$ cat config.mk
export PLATFORM = sky130hd
export DESIGN_NAME = block_check_scheduler_flat
export DESIGN_NICKNAME = d
export VERILOG_FILES = /design/src/rtl/block_check_scheduler_if.sv /design/src/rtl/block_check_scheduler.sv /design/src/flat_wrapper.sv
export SDC_FILE = /design/constraint.sdc
export NUM_CORES = 1
export LEC_CHECK = 0
export CAP_MARGIN = 10
export CORE_ASPECT_RATIO = 1.5
export CORE_MARGIN = 1.5
export CORE_UTILIZATION = 55
export DETAILED_ROUTE_END_ITERATION = 16
export PLACE_DENSITY = 0.79
export SLEW_MARGIN = 10
export SYNTH_ARGS = -nofsm -noshare
export SYNTH_HDL_FRONTEND = slang
export SYNTH_SLANG_ARGS = --single-unit
$ cat constraint.sdc
create_clock -name clk -period 4.4 [get_ports clk]
set_clock_uncertainty 0.15 [all_clocks]
set_input_delay 1.1 -clock clk [delete_from_list [all_inputs] [get_ports clk]]
set_output_delay 1.1 -clock clk [all_outputs]
set_load 0.1 [all_outputs]
$ cat src/rtl/block_check_scheduler_if.sv
// Requester, checker and verdict signals of the shared block-checker
// scheduler, bundled so the testbench and the top share one definition.
interface block_check_scheduler_if #(
  parameter int N   = 4,
  parameter int IDW = 2
);
  logic [N-1:0]   req_valid;
  logic [8*N-1:0] req_data;
  logic [N-1:0]   req_last;
  logic [N-1:0]   req_ready;
  logic           chk_reset;
  logic [7:0]     chk_in;
  logic           chk_result;
  logic           resp_valid;
  logic [IDW-1:0] resp_id;
  logic           resp_ok;
  logic           resp_ovf;

  modport master (
    output req_valid, req_data, req_last, chk_result,
    input  req_ready, chk_reset, chk_in,
    input  resp_valid, resp_id, resp_ok, resp_ovf
  );

  modport slave (
    input  req_valid, req_data, req_last, chk_result,
    output req_ready, chk_reset, chk_in,
    output resp_valid, resp_id, resp_ok, resp_ovf
  );
endinterface

$ cat src/rtl/block_check_scheduler.sv
// Round-robin scheduler sharing one begin/end checker between N requesters:
// buffers a frame, clears the checker, replays the frame, reports a verdict.
module block_check_scheduler #(
  parameter int N     = 4,
  parameter int DEPTH = 64,
  parameter int IDW   = 2
) (
  input logic                   clk,
  input logic                   reset,
  block_check_scheduler_if.slave bus
);
  localparam int LW = $clog2(DEPTH + 1);
  localparam int AW = $clog2(DEPTH);
  localparam logic [LW-1:0] FULL = LW'(DEPTH);

  typedef enum logic [2:0] {
    IDLE, COLLECT, CLEAR, FEED, JUDGE, RESP
  } state_t;

  state_t st, nxt;

  logic [IDW-1:0] rr, g, pick;
  logic           found;
  logic [LW-1:0]  len, cnt, cnt_d;
  logic           ovf;
  logic [7:0]     mem [DEPTH];

  logic           gvalid, glast, xfer;
  logic [7:0]     gdata;
  logic [N-1:0]   ready;

  logic           chk_reset_q, chk_reset_d;
  logic [7:0]     chk_in_q, chk_in_d;
  logic           resp_valid_q, resp_ok_q, resp_ovf_q;
  logic [IDW-1:0] resp_id_q;

  always_comb begin
    pick  = rr;
    found = 1'b0;
    for (int k = 1; k <= N; k++) begin
      if (!found && bus.req_valid[(int'(rr) + k) % N]) begin
        found = 1'b1;
        pick  = IDW'((int'(rr) + k) % N);
      end
    end
  end

  always_comb begin
    gvalid = 1'b0;
    glast  = 1'b0;
    gdata  = 8'h00;
    ready  = '0;
    for (int i = 0; i < N; i++) begin
      if (int'(g) == i) begin
        gvalid   = bus.req_valid[i];
        glast    = bus.req_last[i];
        gdata    = bus.req_data[8*i +: 8];
        ready[i] = (st == COLLECT);
      end
    end
  end

  assign xfer = (st == COLLECT) && gvalid;

  always_comb begin
    nxt   = st;
    cnt_d = cnt;
    unique case (st)
      IDLE:    if (found) nxt = COLLECT;
      COLLECT: if (xfer && glast) nxt = CLEAR;
      CLEAR: begin
        cnt_d = '0;
        nxt   = ovf ? JUDGE : FEED;
      end
      FEED: begin
        if (cnt == len) nxt = JUDGE;
        else cnt_d = cnt + LW'(1);
      end
      JUDGE:   nxt = RESP;
      RESP:    nxt = IDLE;
      default: nxt = IDLE;
    endcase
  end

  // The checker stays out of reset through JUDGE so its verdict survives
  // until sampled; an overflowed frame never releases it.
  always_comb begin
    chk_reset_d = 1'b1;
    chk_in_d    = 8'h20;
    if (nxt == FEED) begin
      chk_reset_d = 1'b0;
      if (cnt_d < len) chk_in_d = mem[cnt_d[AW-1:0]];
    end else if (nxt == JUDGE && !ovf) begin
      chk_reset_d = 1'b0;
    end
  end

  always_ff @(posedge clk) begin
    if (xfer && len < FULL) mem[len[AW-1:0]] <= gdata;
  end

  always_ff @(posedge clk or posedge reset) begin
    if (reset) begin
      st           <= IDLE;
      rr           <= IDW'(N - 1);
      g            <= '0;
      len          <= '0;
      cnt          <= '0;
      ovf          <= 1'b0;
      chk_reset_q  <= 1'b1;
      chk_in_q     <= 8'h20;
      resp_valid_q <= 1'b0;
      resp_id_q    <= '0;
      resp_ok_q    <= 1'b0;
      resp_ovf_q   <= 1'b0;
    end else begin
      st           <= nxt;
      cnt          <= cnt_d;
      chk_reset_q  <= chk_reset_d;
      chk_in_q     <= chk_in_d;
      resp_valid_q <= (nxt == RESP);
      if (st == IDLE && found) g <= pick;
      if (xfer) begin
        if (len < FULL) len <= len + LW'(1);
        else ovf <= 1'b1;
        if (glast) rr <= g;
      end
      if (st == JUDGE) resp_ok_q <= bus.chk_result && !ovf;
      if (nxt == RESP) begin
        resp_id_q  <= g;
        resp_ovf_q <= ovf;
      end
      if (st == RESP) begin
        len <= '0;
        ovf <= 1'b0;
      end
    end
  end

  assign bus.req_ready  = ready;
  assign bus.chk_reset  = chk_reset_q;
  assign bus.chk_in     = chk_in_q;
  assign bus.resp_valid = resp_valid_q;
  assign bus.resp_id    = resp_id_q;
  assign bus.resp_ok    = resp_ok_q;
  assign bus.resp_ovf   = resp_ovf_q;
endmodule

$ cat src/flat_wrapper.sv
// flat-port wrapper written by rule: the top's interface ports become plain ports
module block_check_scheduler_flat 
#(
  parameter int N     = 4,
  parameter int DEPTH = 64,
  parameter int IDW   = 2
)
  (clk, reset, bus_req_valid, bus_req_data, bus_req_last, bus_chk_result, bus_req_ready, bus_chk_reset, bus_chk_in, bus_resp_valid, bus_resp_id, bus_resp_ok, bus_resp_ovf);
  block_check_scheduler_if #(.N(N), .IDW(IDW)) bus_i ();
  input logic clk;
  input logic reset;
  input wire logic [$bits(bus_i.req_valid)-1:0] bus_req_valid;
  input wire logic [$bits(bus_i.req_data)-1:0] bus_req_data;
  input wire logic [$bits(bus_i.req_last)-1:0] bus_req_last;
  input wire logic [$bits(bus_i.chk_result)-1:0] bus_chk_result;
  output wire logic [$bits(bus_i.req_ready)-1:0] bus_req_ready;
  output wire logic [$bits(bus_i.chk_reset)-1:0] bus_chk_reset;
  output wire logic [$bits(bus_i.chk_in)-1:0] bus_chk_in;
  output wire logic [$bits(bus_i.resp_valid)-1:0] bus_resp_valid;
  output wire logic [$bits(bus_i.resp_id)-1:0] bus_resp_id;
  output wire logic [$bits(bus_i.resp_ok)-1:0] bus_resp_ok;
  output wire logic [$bits(bus_i.resp_ovf)-1:0] bus_resp_ovf;
  assign bus_i.req_valid = bus_req_valid;
  assign bus_i.req_data = bus_req_data;
  assign bus_i.req_last = bus_req_last;
  assign bus_i.chk_result = bus_chk_result;
  assign bus_req_ready = bus_i.req_ready;
  assign bus_chk_reset = bus_i.chk_reset;
  assign bus_chk_in = bus_i.chk_in;
  assign bus_resp_valid = bus_i.resp_valid;
  assign bus_resp_id = bus_i.resp_id;
  assign bus_resp_ok = bus_i.resp_ok;
  assign bus_resp_ovf = bus_i.resp_ovf;
  block_check_scheduler #(.N(N), .DEPTH(DEPTH), .IDW(IDW)) u_core (.clk(clk), .reset(reset), .bus(bus_i));
endmodule
==> metrics.txt, run 1 <==
Core ar. 40,400 um2; final wirelength ~60 mm; Post-synth EDFFs about 510; Clk pwr share a little over a fifth; WL/cell around 26 um; die area around 42,000 um2; worst stage delay on the critical path 0.49 ns; # rows 90; Final setup viols 0; GP Congestion roughly 1; Die Y roughly 250 um; final setup margin approximately 0.29 ns; DP HPWL 38.2 mm; DR iter-0 viols slightly below 2,000; max_cap viols 0; final hold violation count 0; CTS tree yes; CTS Hold Bufs 0; Internal Power approximately 11 mW; ANT nets after route 0; Clock Latency Late Sink about 0.57 ns; slew margin rel. roughly a third; Leak 9.11 nW; f_max around 240 MHz; Pwr Total about 19 mW; DRC 0; fin crit share between 90 and 100%; share of cells above drive strength 1 about 12%; crit path launch type register; Final Critical Period about 4.1 ns; WP data required 4.70 ns; Flop pwr share 37.0%; outcome finished clean; clk slew on worst S/H paths roughly 0.070 ns; CTS resizes 0; Yosys cell types 65; Cells after Synth ~1,700; DRT Pass-1 Iters 6; Async SR Flop Fraction under 10%; PwrDens 714 nW/um2; P&R area growth vs syn 14.9%; RSZ-0062 raised after global routing no; Overall Global Routing Usage roughly 29%; Hold Worst Slack 0.342 ns; initial antenna violation count 1; clk sink count about 550; worst vdd ir just under 0.7 mV; sw frac 39.3%; Initial Util between 50% and 60%; Die X 169 um; largest net degree at the start of global routing 118; CTS max path bufs 3; number of diodes 0; CP Data Arrival Time ~4.4 ns; first-pass GRT wire length 89.1 mm; cts bufs inserted between 40 and 50; mapped cell area ~23,000 um2; #FFs+latches synth around 550; dpl ws 0.377 ns; cell family with most CP delay compound AO/OA/AOI/OAI gates; Post-CTS Setup Inserts 0; Setup TNS Final 0 ns; CP Class reg2reg; H-tree depth 2; GRT Residual Overflow 0; number of global-route vias before repair roughly 15,000; NumNets Final 1,852; worst-path fanout max 17; clock root buffer clkbuf_16; Avg Synthesized Cell Area ~14 um2; worst-margin pin slew slightly above 1 ns; Post-synth top flop edfxtp_1; Comb power frac 41.3%; Hold WC Path Type reg2reg; syn nets about 1,700; register area share after synthesis between 70% and 80%; Slew Limit Fails 0; Post-DP Area approximately 25,000 um2; WP buf/inv 2; via count 14,960; Buffers on Ports 60; drt via density ~6.4; Yosys warning total 0; final instance area around 26,000 um2; Slowest-stage cell, CP dfrtp_1; Ports between 60 and 70; Critical Path Sink Type register; cells along the critical path xnor2_1, nand4_1, o31ai_4, a22oi_4, inv_2, nand2b_1, buf_12, o221ai_1, a31oi_1, or3_1, a41oi_1; Psw around 7.3 mW
[layout make-up]
| type | count | area (um2) |
|---|---|---|
| clock buffers | 58 | 1220 |
| clock inverters | 26 | 265 |
| fillers | 2701 | 14400 |
| inverters | 23 | 93.8 |
| multi-input cells | 997 | 5820 |
| flip-flops and latches | 548 | 16300 |
| well taps | 506 | 633 |
| repair buffers | 185 | 1680 |
[per-layer routing]
| metal | track usage [%] | share of wire, % | up-vias |
|---|---|---|---|
| met4 | 21.4 | 8.1 | 2 |
| met5 | 0 | 0.018 | - |
| met3 | 5.13 | 9.5 | 256 |
| met2 | 48.5 | 49 | 990 |
| met1 | 32.4 | 33 | 7216 |
| li1 | - | - | 6496 |
[logic make-up after synthesis]
kind of cell	Yosys count	share of synthesized area (%)
and+or+nand+nor	645	12.2
buffers and inverters	117	2.42
DFF	548	71.9
muxes	100	5.33
adders and majority gates	8	0.442
xor gates and xnor gates	14	0.575
AOI/OAI and AO/OA	230	7.10
[power by group through the flow]
| stage | Clock (mW) | Sequential (mW) | Combinational [mW] |
|---|---|---|---|
| 3_3_place_gp | 0 | 6.95 | 7.30 |
| 2_1_floorplan | 0 | 7.12 | 4.56 |
| 6_report | 4.04 | 6.86 | 7.66 |
| 5_1_grt | 4.24 | 6.87 | 8.08 |
| 3_5_place_dp | 0 | 6.96 | 7.47 |
| 4_1_cts | 4.06 | 6.85 | 7.51 |
[cells in the final DEF, fill, tap and decap left out, drive strengths merged, types with 16 or more instances in the layout]
| master | instances |
|---|---|
| clkdlybuf4s50 | 56 |
| o21ai | 16 |
| nand2 | 367 |
| mux4 | 16 |
| a32oi | 20 |
| mux2i | 80 |
| nor2 | 92 |
| clkbuf | 58 |
| a21oi | 86 |
| a2111oi | 18 |
| inv | 25 |
| buf | 129 |
| dfrtp | 32 |
| nand3 | 121 |
| edfxtp | 512 |
[through the flow]
stage | instances | util [%]
after CTS | 2343 | 64.3
after global placement | 2259 | 60.6
after floorplan | 1662 | -
after detailed placement | 2259 | 60.6
final | 2343 | 64.3
after global routing | 2343 | 64.3
[tightest hold or removal path: cells and delay by family (launching register included)]
family,cells,cell delay [ns]
flops,1,0.34
compound gates,1,0.06
simple gates,1,0.05
[Yosys cell counts, types with 8 or more instances]
| master | n | area share (%) |
|---|---|---|
| a2111oi_0 | 18 | 0.70 |
| a211oi_1 | 12 | 0.40 |
| a21oi_1 | 85 | 1.9 |
| a22oi_1 | 13 | 0.43 |
| a31oi_1 | 12 | 0.33 |
| a32oi_1 | 20 | 0.77 |
| and3_1 | 14 | 0.39 |
| buf_1 | 10 | 0.17 |
| buf_2 | 49 | 1.1 |
| clkbuf_1 | 26 | 0.43 |
| dfrtp_1 | 32 | 3.5 |
| edfxtp_1 | 512 | 68 |
| ha_1 | 8 | 0.44 |
| inv_1 | 20 | 0.33 |
| mux2i_1 | 80 | 3.5 |
| mux4_2 | 16 | 1.6 |
| nand2_1 | 367 | 6.1 |
| nand3_1 | 121 | 2.7 |
| nand4_1 | 8 | 0.22 |
| nor2_1 | 92 | 1.5 |
| o21ai_0 | 15 | 0.33 |
| or3_1 | 10 | 0.28 |
| xnor2_1 | 12 | 0.46 |
[sequential cells by signal, summed over array words and instances, names as in the netlist, 2 cells and up]
name / flops
u_core.bus.resp_id: 2
u_core.mem: 512
u_core.st: 3
u_core.bus.chk_in: 8
u_core.rr: 2
u_core.cnt: 7
u_core.len: 7
u_core.g: 2
[final timing paths]
kind / start / to / slack [ns] / depth (start not counted)
worst max-delay path: u_core.len[1] / u_core.bus.chk_in[2] / 0.29 / 11
worst min-delay path: u_core.bus.resp_ovf / u_core.bus.resp_ovf / 0.34 / 2
max in group asynchronous: reset / u_core.rr[1] / 2.93 / 3
worst max register to register: u_core.len[1] / u_core.bus.chk_in[2] / 0.29 / 11
min in group asynchronous: reset / u_core.bus.chk_in[0] / 0.81 / 3
worst min register to register: u_core.bus.resp_ovf / u_core.bus.resp_ovf / 0.34 / 2
Power figures use the tool's default switching activity.
==> run 2, diff against run 1 <==
CORE_MARGIN = 2   (was 1.5)
PLACE_DENSITY = 0.82   (was 0.79)
clock period = 3.7 ns   (was 4.4 ns; I/O delays follow)
==> metrics.txt, run 2 (synthesis gave the netlist of run 1 again) <==
WP buf/inv 4 (+2); DRC 0 (unchanged); share of cells above drive strength 1 16.8% (+4.4 points); cell family with most CP delay compound AO/OA/AOI/OAI gates; number of global-route vias before repair 15,081 (+0.55%); Slowest-stage cell, CP or4b_4; Final setup viols 0 (unchanged); worst reg-to-reg path cell count 13 (+2); cts bufs inserted 45 (-2.2%); outcome finished clean; Initial Util 55.4% (-0.62 points); most used cell, CP buf_12; worst-path fanout max 24 (+7); R2R Path End u_core.bus.chk_in[0]; Final Critical Period 3.56 ns (-0.556 ns); Hold Worst Slack 0.340 ns (-0.00178 ns); ANT nets after route 0 (unchanged); GP Congestion 0.966 (-1.1%); DR iter-0 viols 1,829 (-5.0%); worst-margin pin slew 0.801 ns (-0.217 ns); slew margin rel. 46.6% (+15 points); WP data required 4.02 ns (-0.68 ns); worst vdd ir 0.469 mV (-31%); WL/cell 25.5 um (about the same); Die Y 252 um (+0.40%); clk sink count 548 (unchanged); final wirelength 61.3 mm (+2.4%); launch point of the worst reg-to-reg path u_core.len[2]; clk slew on worst S/H paths 0.07 ns (about the same); # rows 91 (+1.1%); Leak 9.48 nW (+4.1%); via count 15,194 (+1.6%); filler instances 2,676 (-0.93%); drt via density 6.33 (-0.93%); die area 42,800 um2 (+0.99%); fin crit share 96.2% (+2.7 points); Clock Latency Late Sink 0.57 ns (about the same); largest net degree at the start of global routing 78 (-34%); dpl ws -0.0223 ns (-0.400 ns); Slew Limit Fails 0 (unchanged); CP Class reg2reg; worst stage delay on the critical path 0.63 ns (+0.14 ns); Overall Global Routing Usage 28.5% (-0.072 points); CTS max path bufs 3 (unchanged); Worst Hold Endpoint u_core.bus.resp_id[1]; DP HPWL 38.7 mm (+1.4%); CP Data Arrival Time 3.88 ns (-0.53 ns); cells along the critical path xnor2_1, nand4_1, o31ai_4, buf_4, a21oi_4, buf_12, clkinv_8, buf_12, nand2_1, a221oi_1, a211oi_1, or4b_4, a41oi_1; Critical Path Sink Type register; max reg flops 512 (unchanged); f_max 281 MHz (+16%); most frequent cells in the layout edfxtp_1 (512), nand2_1 (367), buf_4 (180); hold path depth 2 (unchanged); CTS tree yes; Pwr Total 23.0 mW (+24%); Core ar. 40,900 um2 (+1.1%); clock root buffer clkbuf_16; H-tree depth 2 (unchanged); Ports 61 (unchanged); PwrDens 864 nW/um2 (+21%); R2R setup slack 0.14 ns (-0.14 ns); crit path launch type register; max_cap viols 0 (unchanged); first-pass GRT wire length 89.5 mm (+0.50%); Hold WC Path Type reg2reg; Buffers on Ports 60 (unchanged); RSZ-0062 raised after global routing yes; final hold violation count 0 (unchanged); final setup margin 0.142 ns (-0.144 ns); P&R area growth vs syn 17.4%; HP Start u_core.bus.resp_id[1]; commonest non-fill, non-tap cell in the layout edfxtp_1; GRT Residual Overflow 0 (unchanged); DRT Pass-1 Iters 7 (+1); CTS Hold Bufs 0 (unchanged); initial antenna violation count 2 (+1); NumNets Final 1,908 (+3.0%); Die X 170 um (+0.59%)
==> run 2: routing by layer <==
metal | GRT usage [%] | part of all wire (%) | routed length (um) | up-vias
met4 | 22.9 | 8.4 | 5170 | 2
li1 | - | - | - | 6602
met5 | 1.06 | 0.10 | 63 | -
met2 | 47.7 | 50 | 30500 | 985
met3 | 4.95 | 9.0 | 5510 | 238
met1 | 32.1 | 33 | 20000 | 7367
==> run 2: repair_timing <==
item	4_1_cts	5_1_grt
endpoints found under the setup margin	0	6
setup buffers	0	5
resized for setup	0	22
==> run 2: worst max-delay path by stage <==
stage,start,to,cells after the start
final,u_core.len[2],u_core.bus.chk_in[0],13
after global routing,u_core.cnt[5],u_core.bus.chk_in[0],13
after CTS,u_core.cnt[5],u_core.bus.chk_in[0],12
after detailed placement,bus_req_valid[3],u_core.mem[20][7],8
after global placement,bus_req_valid[3],u_core.mem[44][2],8
after floorplan,u_core.g[0],bus_req_ready[1],3
==> run 2: report_power, final <==
group | total [mW] | internal (mW) | switching (mW)
clock network | 4.84 | 2.75 | 2.10
registers | 8.10 | 7.95 | 0.149
logic | 10.0 | 3.32 | 6.69
total | 23.0 | 14.0 | 8.94
==> run 2: metrics by stage <==
step	std cells	cell area (um2)	TNS [ns]	utilization [%]
after floorplan	1662	22600	-1.24	-
after detailed placement	2314	24900	-0.183	61.0
final	2402	26600	0	65.0
after global routing	2402	26600	0	65.0
after CTS	2393	26400	0	64.6
after global placement	2314	24900	0	61.0
==> run 2: area by class of cell <==
cell class | count | area [um2] | area share, %
diodes | 2 | 5.00 | 0.0188
clock buffers | 58 | 1260 | 4.73
clock inverters | 21 | 239 | 0.899
inverters | 23 | 101 | 0.381
multi-input cells | 997 | 5890 | 22.2
flip-flops and latches | 548 | 16300 | 61.3
well taps | 511 | 639 | 2.41
repair buffers | 241 | 2150 | 8.09
repair inverters | 1 | 8.76 | 0.0330
==> run 2: worst reg2reg max path, delay by kind of cell (launching register included) <==
kind                      cells  cell delay, ns
and+or+nand+nor               3            0.91
AOI/OAI and AO/OA             5            1.02
buffers and inverters         4            0.70
xor gates and xnor gates      1            0.23
DFF                           1            0.46
